[config.mk]
export PLATFORM = sky130hd
export DESIGN_NAME = memory_burst_arbiter_flat
export DESIGN_NICKNAME = d
export VERILOG_FILES = /design/src/rtl/memory_burst_arbiter_if.sv /design/src/rtl/memory_burst_arbiter.sv /design/src/flat_wrapper.sv
export SDC_FILE = /design/constraint.sdc
export NUM_CORES = 1
export LEC_CHECK = 0
export BUFFER_PORTS_ARGS = -buffer_cell sky130_fd_sc_hd__buf_2
export CAP_MARGIN = 10
export CORE_MARGIN = 5
export CORE_UTILIZATION = 50
export CTS_BUF_LIST = sky130_fd_sc_hd__clkbuf_4
export DETAILED_ROUTE_END_ITERATION = 8
export GPL_TIMING_DRIVEN = 0
export PLACE_DENSITY_LB_ADDON = 0.12
export RECOVER_POWER = 50
export SLEW_MARGIN = 0
export SYNTH_ARGS = -nofsm -noshare
export SYNTH_HDL_FRONTEND = slang
export SYNTH_SLANG_ARGS = --single-unit
[constraint.sdc]
create_clock -name clk -period 2.6 [get_ports clk]
set_input_delay 0.13 -clock clk [delete_from_list [all_inputs] [get_ports clk]]
set_output_delay 0.13 -clock clk [all_outputs]
set_load 0.02 [all_outputs]
[src/rtl/memory_burst_arbiter_if.sv]
`default_nettype none
// ============================================================================
//  Module      : memory_burst_arbiter_if
//  Description : Bus bundle between the load/store request paths, the memory
//                command port and the burst arbiter.
//  Revision    : 1.0  initial release
// ============================================================================
interface memory_burst_arbiter_if #(
    parameter int ADDR_WIDTH = 21
);
    logic                  init_done;
    logic                  rd_req;
    logic [ADDR_WIDTH-1:0] rd_addr;
    logic                  rd_gnt;
    logic                  rd_done;
    logic                  wr_req;
    logic [ADDR_WIDTH-1:0] wr_addr;
    logic                  wr_gnt;
    logic                  wr_data_en;
    logic                  wr_done;
    logic                  cmd;
    logic                  cmd_en;
    logic [ADDR_WIDTH-1:0] addr;
    logic                  rd_data_valid;
    logic                  error;

    // Arbiter side
    modport slave (
        input  init_done, rd_req, rd_addr, wr_req, wr_addr, rd_data_valid,
        output rd_gnt, rd_done, wr_gnt, wr_data_en, wr_done, cmd, cmd_en, addr, error
    );

    // Requester / memory side
    modport master (
        output init_done, rd_req, rd_addr, wr_req, wr_addr, rd_data_valid,
        input  rd_gnt, rd_done, wr_gnt, wr_data_en, wr_done, cmd, cmd_en, addr, error
    );
endinterface
`default_nettype wire

[src/rtl/memory_burst_arbiter.sv]
`default_nettype none
// ============================================================================
//  Module      : memory_burst_arbiter
//  Description : Round-robin arbiter between one read and one write burst
//                requester in front of a memory controller. Every output is a
//                flop: it shows the decision taken on the previous clock edge
//                (grant one cycle after the request is sampled in IDLE,
//                command strobe one cycle after the grant, write data enable
//                from the cycle after the command strobe, read done the cycle
//                after the last read word is sampled).
//  Revision    : 1.0  initial release
// ============================================================================
module memory_burst_arbiter #(
    parameter int BURST_LEN  = 32,
    parameter int ADDR_WIDTH = 21,
    parameter int GAP_CYCLES = 2,
    parameter int RD_TIMEOUT = 256
) (
    input  logic                  clk,
    input  logic                  reset,
    memory_burst_arbiter_if.slave bus
);

    localparam int C_BEAT_W = $clog2(BURST_LEN + 1);
    localparam int C_TMO_W  = $clog2(RD_TIMEOUT + 1);
    localparam int C_GAP_W  = $clog2(GAP_CYCLES + 1);

    localparam logic [C_BEAT_W-1:0] C_LAST_BEAT = C_BEAT_W'(BURST_LEN - 1);
    localparam logic [C_TMO_W-1:0]  C_TMO_LAST  = C_TMO_W'(RD_TIMEOUT - 1);
    localparam logic [C_GAP_W-1:0]  C_GAP_LAST  = C_GAP_W'(GAP_CYCLES - 1);

    typedef enum logic [2:0] {
        S_WAIT_INIT = 3'd0,
        S_IDLE      = 3'd1,
        S_CMD       = 3'd2,
        S_WR_DATA   = 3'd3,
        S_RD_WAIT   = 3'd4,
        S_GAP       = 3'd5
    } state_t;

    state_t                state_q,    state_d;
    logic [C_BEAT_W-1:0]   beat_q,     beat_d;      // write beats / read words
    logic [C_TMO_W-1:0]    tmo_q,      tmo_d;       // cycles since read command
    logic [C_GAP_W-1:0]    gap_q,      gap_d;
    logic                  dir_q,      dir_d;       // latched direction, 1 = write
    logic [ADDR_WIDTH-1:0] req_addr_q, req_addr_d;  // latched request address
    logic                  last_wr_q,  last_wr_d;   // last grant went to write

    logic                  rd_gnt_q,     rd_gnt_d;
    logic                  wr_gnt_q,     wr_gnt_d;
    logic                  rd_done_q,    rd_done_d;
    logic                  wr_done_q,    wr_done_d;
    logic                  wr_data_en_q, wr_data_en_d;
    logic                  cmd_en_q,     cmd_en_d;
    logic                  cmd_q,        cmd_d;
    logic [ADDR_WIDTH-1:0] addr_q,       addr_d;
    logic                  error_q,      error_d;

    // State and output registers; reset aborts any burst without a done pulse
    always_ff @(posedge clk) begin
        if (reset) begin
            state_q      <= S_WAIT_INIT;
            beat_q       <= '0;
            tmo_q        <= '0;
            gap_q        <= '0;
            dir_q        <= 1'b0;
            req_addr_q   <= '0;
            last_wr_q    <= 1'b1;
            rd_gnt_q     <= 1'b0;
            wr_gnt_q     <= 1'b0;
            rd_done_q    <= 1'b0;
            wr_done_q    <= 1'b0;
            wr_data_en_q <= 1'b0;
            cmd_en_q     <= 1'b0;
            cmd_q        <= 1'b0;
            addr_q       <= '0;
            error_q      <= 1'b0;
        end else begin
            state_q      <= state_d;
            beat_q       <= beat_d;
            tmo_q        <= tmo_d;
            gap_q        <= gap_d;
            dir_q        <= dir_d;
            req_addr_q   <= req_addr_d;
            last_wr_q    <= last_wr_d;
            rd_gnt_q     <= rd_gnt_d;
            wr_gnt_q     <= wr_gnt_d;
            rd_done_q    <= rd_done_d;
            wr_done_q    <= wr_done_d;
            wr_data_en_q <= wr_data_en_d;
            cmd_en_q     <= cmd_en_d;
            cmd_q        <= cmd_d;
            addr_q       <= addr_d;
            error_q      <= error_d;
        end
    end

    // Next state, arbitration and next values of the registered outputs
    always_comb begin
        state_d      = state_q;
        beat_d       = beat_q;
        tmo_d        = tmo_q;
        gap_d        = gap_q;
        dir_d        = dir_q;
        req_addr_d   = req_addr_q;
        last_wr_d    = last_wr_q;
        rd_gnt_d     = 1'b0;
        wr_gnt_d     = 1'b0;
        rd_done_d    = 1'b0;
        wr_done_d    = 1'b0;
        wr_data_en_d = 1'b0;
        cmd_en_d     = 1'b0;
        cmd_d        = cmd_q;
        addr_d       = addr_q;
        error_d      = error_q;

        unique case (state_q)
            S_WAIT_INIT: begin
                if (bus.init_done) begin
                    state_d = S_IDLE;
                end
            end

            S_IDLE: begin
                // A tie goes to whichever side was not granted last
                if (bus.rd_req && (!bus.wr_req || last_wr_q)) begin
                    rd_gnt_d   = 1'b1;
                    dir_d      = 1'b0;
                    req_addr_d = bus.rd_addr;
                    last_wr_d  = 1'b0;
                    state_d    = S_CMD;
                end else if (bus.wr_req) begin
                    wr_gnt_d   = 1'b1;
                    dir_d      = 1'b1;
                    req_addr_d = bus.wr_addr;
                    last_wr_d  = 1'b1;
                    state_d    = S_CMD;
                end
            end

            S_CMD: begin
                cmd_en_d = 1'b1;
                cmd_d    = dir_q;
                addr_d   = req_addr_q;
                beat_d   = '0;
                tmo_d    = '0;
                state_d  = dir_q ? S_WR_DATA : S_RD_WAIT;
            end

            S_WR_DATA: begin
                wr_data_en_d = 1'b1;
                if (beat_q == C_LAST_BEAT) begin
                    wr_done_d = 1'b1;
                    gap_d     = '0;
                    state_d   = S_GAP;
                end else begin
                    beat_d = beat_q + C_BEAT_W'(1);
                end
            end

            S_RD_WAIT: begin
                // Completion by word count wins over a timeout in the same cycle
                if (bus.rd_data_valid && (beat_q == C_LAST_BEAT)) begin
                    rd_done_d = 1'b1;
                    gap_d     = '0;
                    state_d   = S_GAP;
                end else if (tmo_q == C_TMO_LAST) begin
                    rd_done_d = 1'b1;
                    error_d   = 1'b1;
                    gap_d     = '0;
                    state_d   = S_GAP;
                end else begin
                    if (bus.rd_data_valid) begin
                        beat_d = beat_q + C_BEAT_W'(1);
                    end
                    tmo_d = tmo_q + C_TMO_W'(1);
                end
            end

            S_GAP: begin
                if (gap_q == C_GAP_LAST) begin
                    state_d = S_IDLE;
                end else begin
                    gap_d = gap_q + C_GAP_W'(1);
                end
            end

            default: begin
                state_d = S_WAIT_INIT;
            end
        endcase
    end

    assign bus.rd_gnt     = rd_gnt_q;
    assign bus.wr_gnt     = wr_gnt_q;
    assign bus.rd_done    = rd_done_q;
    assign bus.wr_done    = wr_done_q;
    assign bus.wr_data_en = wr_data_en_q;
    assign bus.cmd_en     = cmd_en_q;
    assign bus.cmd        = cmd_q;
    assign bus.addr       = addr_q;
    assign bus.error      = error_q;

endmodule
`default_nettype wire

[src/flat_wrapper.sv]
// flat-port wrapper written by rule: the top's interface ports become plain ports
module memory_burst_arbiter_flat 
#(
    parameter int BURST_LEN  = 32,
    parameter int ADDR_WIDTH = 21,
    parameter int GAP_CYCLES = 2,
    parameter int RD_TIMEOUT = 256
)
  (clk, reset, bus_init_done, bus_rd_req, bus_rd_addr, bus_wr_req, bus_wr_addr, bus_rd_data_valid, bus_rd_gnt, bus_rd_done, bus_wr_gnt, bus_wr_data_en, bus_wr_done, bus_cmd, bus_cmd_en, bus_addr, bus_error);
  memory_burst_arbiter_if #(.ADDR_WIDTH(ADDR_WIDTH)) bus_i ();
  input  logic clk;
  input  logic reset;
  input wire logic [$bits(bus_i.init_done)-1:0] bus_init_done;
  input wire logic [$bits(bus_i.rd_req)-1:0] bus_rd_req;
  input wire logic [$bits(bus_i.rd_addr)-1:0] bus_rd_addr;
  input wire logic [$bits(bus_i.wr_req)-1:0] bus_wr_req;
  input wire logic [$bits(bus_i.wr_addr)-1:0] bus_wr_addr;
  input wire logic [$bits(bus_i.rd_data_valid)-1:0] bus_rd_data_valid;
  output wire logic [$bits(bus_i.rd_gnt)-1:0] bus_rd_gnt;
  output wire logic [$bits(bus_i.rd_done)-1:0] bus_rd_done;
  output wire logic [$bits(bus_i.wr_gnt)-1:0] bus_wr_gnt;
  output wire logic [$bits(bus_i.wr_data_en)-1:0] bus_wr_data_en;
  output wire logic [$bits(bus_i.wr_done)-1:0] bus_wr_done;
  output wire logic [$bits(bus_i.cmd)-1:0] bus_cmd;
  output wire logic [$bits(bus_i.cmd_en)-1:0] bus_cmd_en;
  output wire logic [$bits(bus_i.addr)-1:0] bus_addr;
  output wire logic [$bits(bus_i.error)-1:0] bus_error;
  assign bus_i.init_done = bus_init_done;
  assign bus_i.rd_req = bus_rd_req;
  assign bus_i.rd_addr = bus_rd_addr;
  assign bus_i.wr_req = bus_wr_req;
  assign bus_i.wr_addr = bus_wr_addr;
  assign bus_i.rd_data_valid = bus_rd_data_valid;
  assign bus_rd_gnt = bus_i.rd_gnt;
  assign bus_rd_done = bus_i.rd_done;
  assign bus_wr_gnt = bus_i.wr_gnt;
  assign bus_wr_data_en = bus_i.wr_data_en;
  assign bus_wr_done = bus_i.wr_done;
  assign bus_cmd = bus_i.cmd;
  assign bus_cmd_en = bus_i.cmd_en;
  assign bus_addr = bus_i.addr;
  assign bus_error = bus_i.error;
  memory_burst_arbiter #(.BURST_LEN(BURST_LEN), .ADDR_WIDTH(ADDR_WIDTH), .GAP_CYCLES(GAP_CYCLES), .RD_TIMEOUT(RD_TIMEOUT)) u_core (.clk(clk), .reset(reset), .bus(bus_i));
endmodule
# After elaboration in Yosys (flattened, before gate mapping)
# Index checks and enable logic that the tools add are counted.
[op_classes]
addsub = 3
n_eq_ne = 18
n_mux = 33
n_bitwise = 4
n_reduce_logical = 19
[op_table]
columns = ["operator", "n"]
rows = [
  ["$mux W21", 2],
  ["$mux W3", 8],
  ["$mux W6", 4],
  ["$mux W9", 2],
  ["$pmux W3 S6", 1],
  ["$pmux W6 S3", 1],
  ["$pmux W9 S2", 1],
  ["$ne A2 B2 Y1 const B", 6],
  ["$reduce_and A5 Y1", 2],
  ["$add A9 B1 Y9 const B", 1],
  ["$eq A9 B8 Y1 const B", 1],
  ["$mux W1", 9],
  ["$mux W2", 4],
  ["$add A6 B1 Y6 const B", 1],
  ["$eq A3 B2 Y1 const B", 2],
  ["$eq A3 B3 Y1 const B", 2],
  ["$eq A6 B5 Y1 const B", 1],
  ["$pmux W2 S3", 1],
  ["$reduce_and A3 Y1", 2],
  ["$reduce_bool A3 Y1", 2],
  ["$reduce_or A2 Y1", 3],
  ["$ne A2 B1 Y1 const B", 2],
  ["$not A1 Y1", 4],
  ["$reduce_and A4 Y1", 1],
  ["other kinds (12)", 14],
]
[totals]
ff_bits = 72
inputBits = 48
output_inout_bits = 29
word_cells = 93

# Depth between registers and ports, before layout
# Gate-level depths: netlist (run 1).
[logic_depth]
depth_word = 5
mapped_depth = 10
depth_no_buf = 10

# Worst setup path before layout (run 1)
# Ideal clock, no wire load.
[synth_path]
path_type = "reg-to-reg"
startpoint = "reg u_core.tmo_q[0]"
endpoint = "reg u_core.state_q[2]"
setup_time_ns = 0.116
arrival_time_ns = 1.980
required_ns = 2.484
slack_ns = 0.504
stages_incl_launch_ff = 11
n_path_buf = 0
period_less_slack_ns = 2.096
path_cell_list = "dfxtp_1 ha_1 and3_1 nand3_1 nor2_1 ha_1 inv_1 o211ai_4 o41ai_1 or4_1 and3b_1"
[synth_via]
elab_chain_len = 3
[synth_rtl]
columns = ["item", "line_no", "source"]
rows = [
  ["from (decl)", "memory_burst_arbiter.sv:43", "logic [C_TMO_W-1:0] tmo_q, tmo_d;"],
  ["from (signal assigned)", "memory_burst_arbiter.sv:81", "tmo_q <= tmo_d;"],
  ["$eq A9 B8 Y1", "memory_burst_arbiter.sv:167", "end else if (tmo_q == C_TMO_LAST) begin"],
  ["$ne A3 B1 Y1 (no line)", "-", ""],
  ["$reduce_and A5 Y1 (no line)", "-", ""],
  ["to (signal assigned)", "memory_burst_arbiter.sv:79", "state_q <= state_d;"],
  ["to (decl)", "memory_burst_arbiter.sv:41", "state_t state_q, state_d;"],
]
# Every way passes these cells.
# A chain may end at the register's enable or synchronous reset.

# Worst setup path in the final report (run 1)
# Same ends and word-level chain as after synthesis.

==> impl_metrics.tcl, run 1 <==
set metrics [dict create \
    outcome "finished clean" \
    yosys-top-cells-area "dfxtp_1 (47%), nand2_1 (7.7%), mux2i_1 (7.1%)" \
    timing.rr.end "u_core.state_q[2]$_SDFFE_PP0P_" \
    crit_start "u_core.tmo_q[0]$_SDFFE_PP0P_" \
    fill_cells 571 \
    yosysSeqAreaShare_pct 46.6 \
    r2r_setup_slack_ns 0.27 \
    crit_type "register to register" \
    htreeDepth 3 \
    cts_tree "done" \
    synth_top_area_share_pct 46.6 \
    cts.sinks 72 \
    synth_largest_area_cell "dfxtp_1" \
    gp_congestion 0.809 \
    rsz0062_at_grt "false" \
    critical_path_required_ns 2.89 \
    crit_path_start_kind "register" \
    syn-mean-instance-area_sq_um 8.73 \
    hold_path.class "primary input to register" \
    multi_input_area_sq_um 1520 \
    drive_gt1_share_pct 17.3 \
    endpoint_kind "register" \
    synth_compound_area_share_pct 17.7 \
    ys_types 47 \
    synth_adder_area_share_pct 1.62 \
    nets 493 \
    crit_arrival_ns 2.62 \
    drt_first_pass_iters 4 \
    antenna_found_initial 0 \
    grt_pass1_vias 2564 \
    die_h_microns 88.6 \
    final_common_cell "dfxtp_1" \
    ys_ff_latch 72 \
    fp.dieW_microns 88.6 \
    num_vias 2747 \
    cts_buffers 9 \
    ys_warn_count 0 \
    drc 0 \
    ff2ff_path_depth 10 \
    ios 77 \
    finalCritPeriodShare_pct 89.7 \
    peakVddDrop_v 0.000333 \
    worstHoldStart "bus_rd_data_valid" \
    clockRootBuffer "clkbuf_4" \
    grtUsageTotal_pct 19.2 \
    drt_iter0_markers 141 \
    wl_microns 7270 \
    power.density_nw_per_um2 784 \
    period_minus_slack_ns 2.33 \
    synth_top_family_by_area "simple AND/OR/NAND/NOR gates" \
    hold_ws_ns 0.0417 \
    syn_area_sq_um 3090 \
    initial_core_util_pct 51.9 \
    portBuffers 75 \
    dieArea_sq_um 7850 \
    cp_max_fo 7 \
    areaGrowthSynthToFinish_pct 18.1 \
    wl_per_cell_microns 13.9 \
    ant_nets 0 \
    final_cell_mix "dfxtp_1 (72), nand2_1 (63), buf_2 (52)" \
    fmax_mhz 429 \
    relSlewSlack_pct 37.8 \
    path_clk_slew_ns 0.11 \
    min_to "u_core.bus.rd_done$_SDFF_PP0_" \
    drt-vias-per-instance 5.27 \
    syn_nets 406 \
    placementRows 28 \
    layout.area.seq_sq_um 1440 \
    synthCells 354 \
    final.setup.tns_ns 0 \
    skew_ns 0.00907 \
    dp_hpwl_microns 5260 \
    drv_cap 0 \
    synthXorXnorAreaFrac_pct 1.42 \
    power_leakage_nw 1.41 \
    clock_latency_ns 0.39 \
    hold_viol_final 0 \
    min_delay_path_depth 3 \
    yosys.area_share.simple_pct 20.5 \
    setup_viol 0 \
    cts_buffer_depth 2 \
    tightest_slew_ns 0.923 \
    core_sq_um 5960 \
    grt_pass1_wl_microns 11700 \
    drv_slew 0 \
    synthMuxAreaShare_pct 8.22 \
    grt_max_degree 13 \
    r2r_start "u_core.tmo_q[0]$_SDFFE_PP0P_" \
    antenna_cells 0 \
    overflow 0 \
]
## power breakdown
group	switching [W]	internal, W
clock network	0.000378	0.000284
registers	0.000108	0.00127
logic	0.000503	0.000324
total	0.000989	0.00187
## cell usage after synthesis, drive strengths merged
master and n:
dfxtp 72, nand2 63, nor2 39, a21oi 33
a211oi 23, mux2i 22, buf 13, clkbuf 9
nor3 9, nand3 7, nand2b 6, and3 5
inv 5, xnor2 5, a311oi 4, ha 4
mux2 3, nor2b 3, a21boi 2, a31oi 2
nand3b 2, nor3b 2, o21a 2, o21bai 2
a2111oi 1, a211o 1, a31o 1, a32oi 1
a41oi 1, and3b 1, nor4 1, o2111ai 1
o211a 1, o211ai 1, o21ai 1, o22ai 1
o31ai 1, o41ai 1, or2 1, or3 1
or4 1
## layout make-up
type	instances	share of cell area (%)
Buffer	22	2.57
Clock buffer	9	1.85
Clock inverter	7	1.71
Inverter	5	0.514
Multi-Input combinational cell	255	41.7
Sequential cell	72	39.5
Tap cell	75	2.57
Timing Repair Buffer	76	9.56
## metal layers
metal	vias up	track usage, %	share of wire (%)
li1	1422	-	-
met1	1244	27.7	48
met2	75	27.5	45
met3	6	4.00	7.1
met4	0	8.38	0.85
met5	-	0	0
## sequential cells by signal, indices dropped and copies added (netlist names), 2 cells and up
| register | cells |
|---|---|
| u_core.bus.addr | 21 |
| u_core.req_addr_q | 21 |
| u_core.state_q | 3 |
| u_core.beat_q | 6 |
| u_core.gap_q | 2 |
| u_core.tmo_q | 9 |
## metrics by stage
| step | total power, W | utilization [%] | instances | worst slack [ns] | area, sq um |
|---|---|---|---|---|---|
| after detailed placement | 0.00223 | 59.8 | 504 | 0.291 | 3560 |
| after global placement | 0.00221 | 59.8 | 504 | 0.311 | 3560 |
| after CTS | 0.00289 | 62.1 | 521 | 0.261 | 3700 |
| after global routing | 0.00307 | 61.3 | 521 | 0.0350 | 3650 |
| after floorplan | 0.00201 | - | 354 | 0.504 | 3090 |
| final | 0.00286 | 61.3 | 521 | 0.268 | 3650 |
## cell families (layout without fill, tap and decap cells)
kind of cell / count (synthesis) / count (layout)
adders and majority gates: 4 / 4
buffers and inverters: 27 / 119
AOI/OAI and AO/OA: 80 / 80
DFF: 72 / 72
and+or+nand+nor: 141 / 141
xor gates and xnor gates: 5 / 5
muxes: 25 / 25
## critical path, cell delays in order, from the launching register on
cell,delay [ns]
dfxtp_1,0.37
ha_1,0.17
and3_1,0.20
nand3_1,0.13
nor2_1,0.14
ha_1,0.18
inv_1,0.10
o211ai_4,0.13
o41ai_1,0.17
or4_1,0.47
and3b_1,0.18
## timing repair
action / in CTS / in global routing
endpoints found under the hold margin: 1 / 0
resized for setup: 0 / 0
hold buffers: 1 / 0
buffers inserted: 0 / 0
## worst max-delay path by stage
stage | to
final | u_core.state_q[2]$_SDFFE_PP0P_
after global routing | u_core.state_q[2]$_SDFFE_PP0P_
after CTS | u_core.state_q[2]$_SDFFE_PP0P_
after detailed placement | u_core.state_q[2]$_SDFFE_PP0P_
after global placement | u_core.state_q[2]$_SDFFE_PP0P_
after floorplan | u_core.state_q[2]$_SDFFE_PP0P_
Note: power is estimated with default switching activity, not from simulation.
==> inputs of run 2 (changes only) <==
- CORE_UTILIZATION: 50 -> 49
- clock period: 2.6 -> 1.9 ns (I/O delays scaled with it)
==> impl_metrics.tcl, run 2 (synthesis results as in run 1) <==
set metrics [dict create \
    outcome "complete, but fails checks" \
    violations "setup timing" \
    setup_ws_ns -0.171 \
    grt.met2_usage_pct 32.9 \
    p_clk_share_pct 27.2 \
    grt_use_met1_pct 25.4 \
    placed_area_sq_um 3600 \
    overflow 0 \
    ios 77 \
    internal-power_w 0.00299 \
    drt_iter0_markers 137 \
    cts_tree "done" \
    netSwitchingPower_w 0.00148 \
    power_leakage_nw 1.54 \
    cts_buffer_depth 2 \
    power_frac_comb_pct 30.2 \
    fill_cells 602 \
    final_cell_mix "dfxtp_1 (68), nand2_1 (62), buf_2 (52)" \
    die_h_microns 89.4 \
    ff2ff_path_depth 10 \
    crit_arrival_ns 2.37 \
    ant_nets 0 \
    drv_slew 0 \
    power.density_nw_per_um2 1120 \
    htreeDepth 3 \
    skew_ns 0.00849 \
    drt-vias-per-instance 5.24 \
    areaGrowthSynthToFinish_pct 29.3 \
    core_sq_um 6240 \
    drv_cap 0 \
    fp.dieW_microns 89.4 \
    top_usage_layer "met2" \
    antenna_found_initial 0 \
    setup_viol 13 \
    relSlewSlack_pct 61.4 \
    finalCritPeriodShare_pct 109 \
    drc 0 \
    wl_microns 7480 \
    min_to "u_core.req_addr_q[10]$_SDFFE_PP0P_" \
    clock_latency_ns 0.40 \
    peakVddDrop_v 0.000596 \
    rsz0062_at_grt "true" \
    r2r_setup_slack_ns -0.17 \
    drt_first_pass_iters 4 \
    cp_max_fo 4 \
    finalInstanceArea_sq_um 4000 \
    num_vias 2827 \
    initial_core_util_pct 49.5 \
    cts_buffers 9 \
    grt_pass1_vias 2683 \
    tightest_slew_ns 0.578 \
    hold_path.class "primary input to register" \
    multi_input_area_sq_um 1670 \
    antenna_cells 0 \
    crit_type "register to register" \
    clockRootBuffer "clkbuf_4" \
    fmax_mhz 483 \
    wl_per_cell_microns 13.9 \
    final_common_cell "dfxtp_1" \
    worstHoldStart "bus_rd_addr[10]" \
    use_met3_pct 4.33 \
    layout.area.seq_sq_um 1450 \
    r2r_start "u_core.tmo_q[0]$_SDFFE_PP0P_" \
    min_delay_path_depth 3 \
    cts.sinks 72 \
    dieArea_sq_um 8000 \
    path_clk_slew_ns 0.12 \
    grt_pass1_wl_microns 12400 \
    nets 509 \
    gp_congestion 0.782 \
    p_seq_share_pct 42.5 \
    grt_max_degree 14 \
    timing.rr.end "u_core.state_q[2]$_SDFFE_PP0P_" \
    grtUsageTotal_pct 20.0 \
    hold_viol_final 0 \
    portBuffers 75 \
    critical_path_required_ns 2.20 \
    power_w 0.00447 \
    placementRows 29 \
    sw_frac_of_total_pct 33.1 \
    period_minus_slack_ns 2.07 \
    endpoint_kind "register" \
    crit_path_start_kind "register" \
    drive_gt1_share_pct 25.5 \
    dp_hpwl_microns 5260 \
]
[run 2: worst max-delay path, cell delays in order, from the launching register on]
cell      delay (ns)
dfxtp_2         0.37
ha_4            0.13
and3_4          0.20
nand3_4         0.08
nor2_4          0.11
ha_4            0.16
inv_4           0.04
o211ai_4        0.09
o41ai_4         0.12
or4_1           0.49
and3b_1         0.18
[run 2: what timing repair did]
item,4_1_cts,5_1_grt
pin swaps,4,4
buffers inserted,6,7
hold endpoints to repair,4,0
resized for setup,10,16
endpoints found under the setup margin,21,56
hold buffers,4,0
[run 2: area by class of cell]
cell class,count,share of cell area [%]
multi-input cells,255,41.7
flip-flops and latches,72,36.2
repair buffers,92,11.9
clock inverters,7,3.01
plain buffers,22,2.57
well taps,77,2.41
clock buffers,9,1.69
inverters,5,0.532
[run 2: power by group through the flow]
stage	clock [W]	combinational [W]	sequential, W
after floorplan	0	0.000842	0.00192
after global placement	0	0.00114	0.00191
after detailed placement	0	0.00115	0.00192
after CTS	0.00124	0.00128	0.00190
after global routing	0.00131	0.00150	0.00194
final	0.00122	0.00135	0.00190
[run 2: metal layers]
metal / vias up / share of wire, %
met3: 8 / 6.7
met1: 1291 / 43
met2: 74 / 49
met4: 0 / 1.2
li1: 1454 / -
met5: - / 0
[run 2: per-stage QoR]
step                hold WS (ns)  instances  TNS, ns  worst slack [ns]  util [%]
global route              0.0113        539    -4.48            -0.241      64.0
global placement           0.377        506   -0.398            -0.182      57.6
CTS                     0.000464        532   -0.332            -0.116      62.8
detailed placement         0.381        506   -0.538            -0.187      57.6
finish                    0.0168        539   -0.431            -0.171      64.0
floorplan                  0.243        354  -0.0400           -0.0400         -
[run 2: worst max-delay path by stage]
| stage | startpoint | end | slack [ns] |
|---|---|---|---|
| 2_1_floorplan | u_core.tmo_q[1]$_SDFFE_PP0P_ | u_core.state_q[2]$_SDFFE_PP0P_ | -0.04 |
| 5_1_grt | u_core.tmo_q[0]$_SDFFE_PP0P_ | u_core.state_q[2]$_SDFFE_PP0P_ | -0.24 |
| 4_1_cts | u_core.tmo_q[0]$_SDFFE_PP0P_ | u_core.state_q[2]$_SDFFE_PP0P_ | -0.12 |
| 3_5_place_dp | u_core.tmo_q[1]$_SDFFE_PP0P_ | u_core.state_q[2]$_SDFFE_PP0P_ | -0.19 |
| 6_report | u_core.tmo_q[0]$_SDFFE_PP0P_ | u_core.state_q[2]$_SDFFE_PP0P_ | -0.17 |
| 3_3_place_gp | u_core.tmo_q[1]$_SDFFE_PP0P_ | u_core.state_q[2]$_SDFFE_PP0P_ | -0.18 |
==> inputs of run 3 (changes only) <==
- BUFFER_PORTS_ARGS: -buffer_cell sky130_fd_sc_hd__buf_2 -> unset
- CORE_UTILIZATION: 49 -> 50
- DONT_BUFFER_PORTS: unset -> 1
- clock period: 1.9 -> 2.4 ns (I/O delays scaled with it)
==> impl_metrics.tcl, run 3 (synthesis results as in run 1) <==
set metrics [dict create \
    dp_hpwl_microns 5070 \
    drv_cap 0 \
    power_leakage_nw 1.42 \
    power_frac_comb_pct 28.1 \
    min_to "u_core.state_q[2]$_SDFFE_PP0P_" \
    wl_microns 7690 \
    drv_slew 0 \
    drt-vias-per-instance 5.47 \
    r2r_setup_slack_ns 0.10 \
    crit_start "u_core.tmo_q[1]$_SDFFE_PP0P_" \
    fp.dieW_microns 88.6 \
    placed_area_sq_um 3180 \
    finalInstanceArea_sq_um 3840 \
    dp.cells 429 \
    cts_buffers 9 \
    drt_iter0_markers 96 \
    sw_frac_of_total_pct 33.6 \
    clock_latency_ns 0.42 \
    critical_path_required_ns 2.72 \
    crit_type "register to register" \
    fmax_mhz 435 \
    cts.sinks 72 \
    path_clk_slew_ns 0.12 \
    cp_max_fo 4 \
    p_clk_share_pct 26.4 \
    setup_ws_ns 0.101 \
    final_common_cell "dfxtp_1" \
    gp_congestion 0.819 \
    endpoint_kind "register" \
    skew_ns 0.0127 \
    drc 0 \
    antenna_cells 0 \
    worstHoldStart "bus_init_done" \
    dieArea_sq_um 7850 \
    power.density_nw_per_um2 874 \
    crit_path_start_kind "register" \
    drt_first_pass_iters 4 \
    antenna_found_initial 0 \
    core_sq_um 5960 \
    die_h_microns 88.6 \
    portBuffers 0 \
    min_delay_path_depth 3 \
    htreeDepth 3 \
    hold_viol_final 0 \
    crit_arrival_ns 2.62 \
    ff2ff_path_depth 10 \
    timing.rr.end "u_core.state_q[2]$_SDFFE_PP0P_" \
    tightest_slew_ns 0.581 \
    clockRootBuffer "clkbuf_4" \
    ant_nets 0 \
    hold_path.class "primary input to register" \
    grt_pass1_wl_microns 12400 \
    num_vias 2698 \
    setup_viol 0 \
    nets 465 \
    cts_tree "done" \
    period_minus_slack_ns 2.30 \
    grt_pass1_vias 2559 \
    final_cell_mix "dfxtp_1 (72), nand2_1 (63), dlygate4sd3_1 (46)" \
    peakVddDrop_v 0.000541 \
    wl_per_cell_microns 15.6 \
    relSlewSlack_pct 61.1 \
    initial_core_util_pct 51.9 \
    drive_gt1_share_pct 9.33 \
    grtUsageTotal_pct 20.6 \
    netSwitchingPower_w 0.00113 \
    ios 77 \
    layout.cells.non_filler 493 \
    place_ws_ns 0.0832 \
    cts_buffer_depth 2 \
    grt_max_degree 14 \
    p_seq_share_pct 45.5 \
    outcome "finished clean" \
    r2r_start "u_core.tmo_q[1]$_SDFFE_PP0P_" \
    placementRows 28 \
    areaGrowthSynthToFinish_pct 24.3 \
    internal-power_w 0.00223 \
    finalCritPeriodShare_pct 95.8 \
    overflow 0 \
]
==> run 3: cell count changes in the layout (fill, tap and decap cells not counted), moves of 2 or more <==
cell           change
dfxtp_1            +4
dlygate4sd3_1     +42
buf_2             -45
nor2_2             -4
ha_1               +2
nand3_1            +2
buf_4             -11
clkbuf_1          -25
clkbuf_2           -3
nand3_4            -2
dfxtp_2            -4
ha_4               -2
nor2_1             +5
==> run 3: how the worst max path moves through the flow <==
stage	to	slack (ns)	cells after the start
3_3_place_gp	u_core.state_q[2]$_SDFFE_PP0P_	0.07	10
5_1_grt	u_core.state_q[2]$_SDFFE_PP0P_	-0.009	10
4_1_cts	u_core.state_q[2]$_SDFFE_PP0P_	0.06	10
3_5_place_dp	u_core.state_q[2]$_SDFFE_PP0P_	0.08	10
6_report	u_core.state_q[2]$_SDFFE_PP0P_	0.10	10
2_1_floorplan	u_core.state_q[2]$_SDFFE_PP0P_	0.30	10
==> run 3: timing repair <==
item,4_1_cts,5_1_grt
buffers inserted,0,2
resized for setup,0,3
setup endpoints to repair,0,2
hold buffers,46,0
endpoints found under the hold margin,27,0
==> run 3: power groups by stage <==
| stage | sequential, W | clock, W | combinational [W] |
|---|---|---|---|
| floorplan | 0.00151 | 0 | 0.000660 |
| global placement | 0.00154 | 0 | 0.000816 |
| detailed placement | 0.00154 | 0 | 0.000825 |
| CTS | 0.00152 | 0.000907 | 0.000912 |
| global route | 0.00155 | 0.000967 | 0.00107 |
| finish | 0.00153 | 0.000886 | 0.000945 |
==> run 3: worst max-delay path, cell delays in order (launching register included) <==
cell and delay [ns]:
dfxtp_1 0.37, ha_1 0.17, and3_1 0.20, nand3_1 0.12, nor2_1 0.16, ha_1 0.19
inv_1 0.10, o211ai_4 0.12, o41ai_4 0.13, or4_1 0.47, and3b_1 0.18
==> run 3: final cells by class <==
cell class / count / area (sq um)
Inverter: 5 / 18.8
Multi-Input combinational cell: 255 / 1550
Timing Repair Buffer: 48 / 475
Tap cell: 75 / 93.8
Buffer: 22 / 96.3
Sequential cell: 72 / 1440
Clock buffer: 10 / 75.1
Fill cell: 530 / 2120
Clock inverter: 6 / 93.8
==> run 3: routing by layer <==
layer | part of all wire [%] | vias to the layer above | routed length, microns | global-route usage (%)
met3 | 6.4 | 8 | 492 | 5.21
met1 | 46 | 1257 | 3550 | 28.1
li1 | - | 1368 | - | -
met5 | 0 | - | 0 | 0
met2 | 46 | 65 | 3550 | 30.9
met4 | 1.4 | 0 | 104 | 8.65
==> run 3: stage by stage <==
stage                     hold WS [ns]  util (%)  setup TNS, ns  total power [W]
after floorplan                  0.268         -              0          0.00217
after global placement           0.282      53.5              0          0.00235
after detailed placement         0.282      53.5              0          0.00237
after CTS                       0.0405      64.0              0          0.00333
after global routing            0.0160      64.5       -0.00941          0.00359
final                           0.0211      64.5              0          0.00336
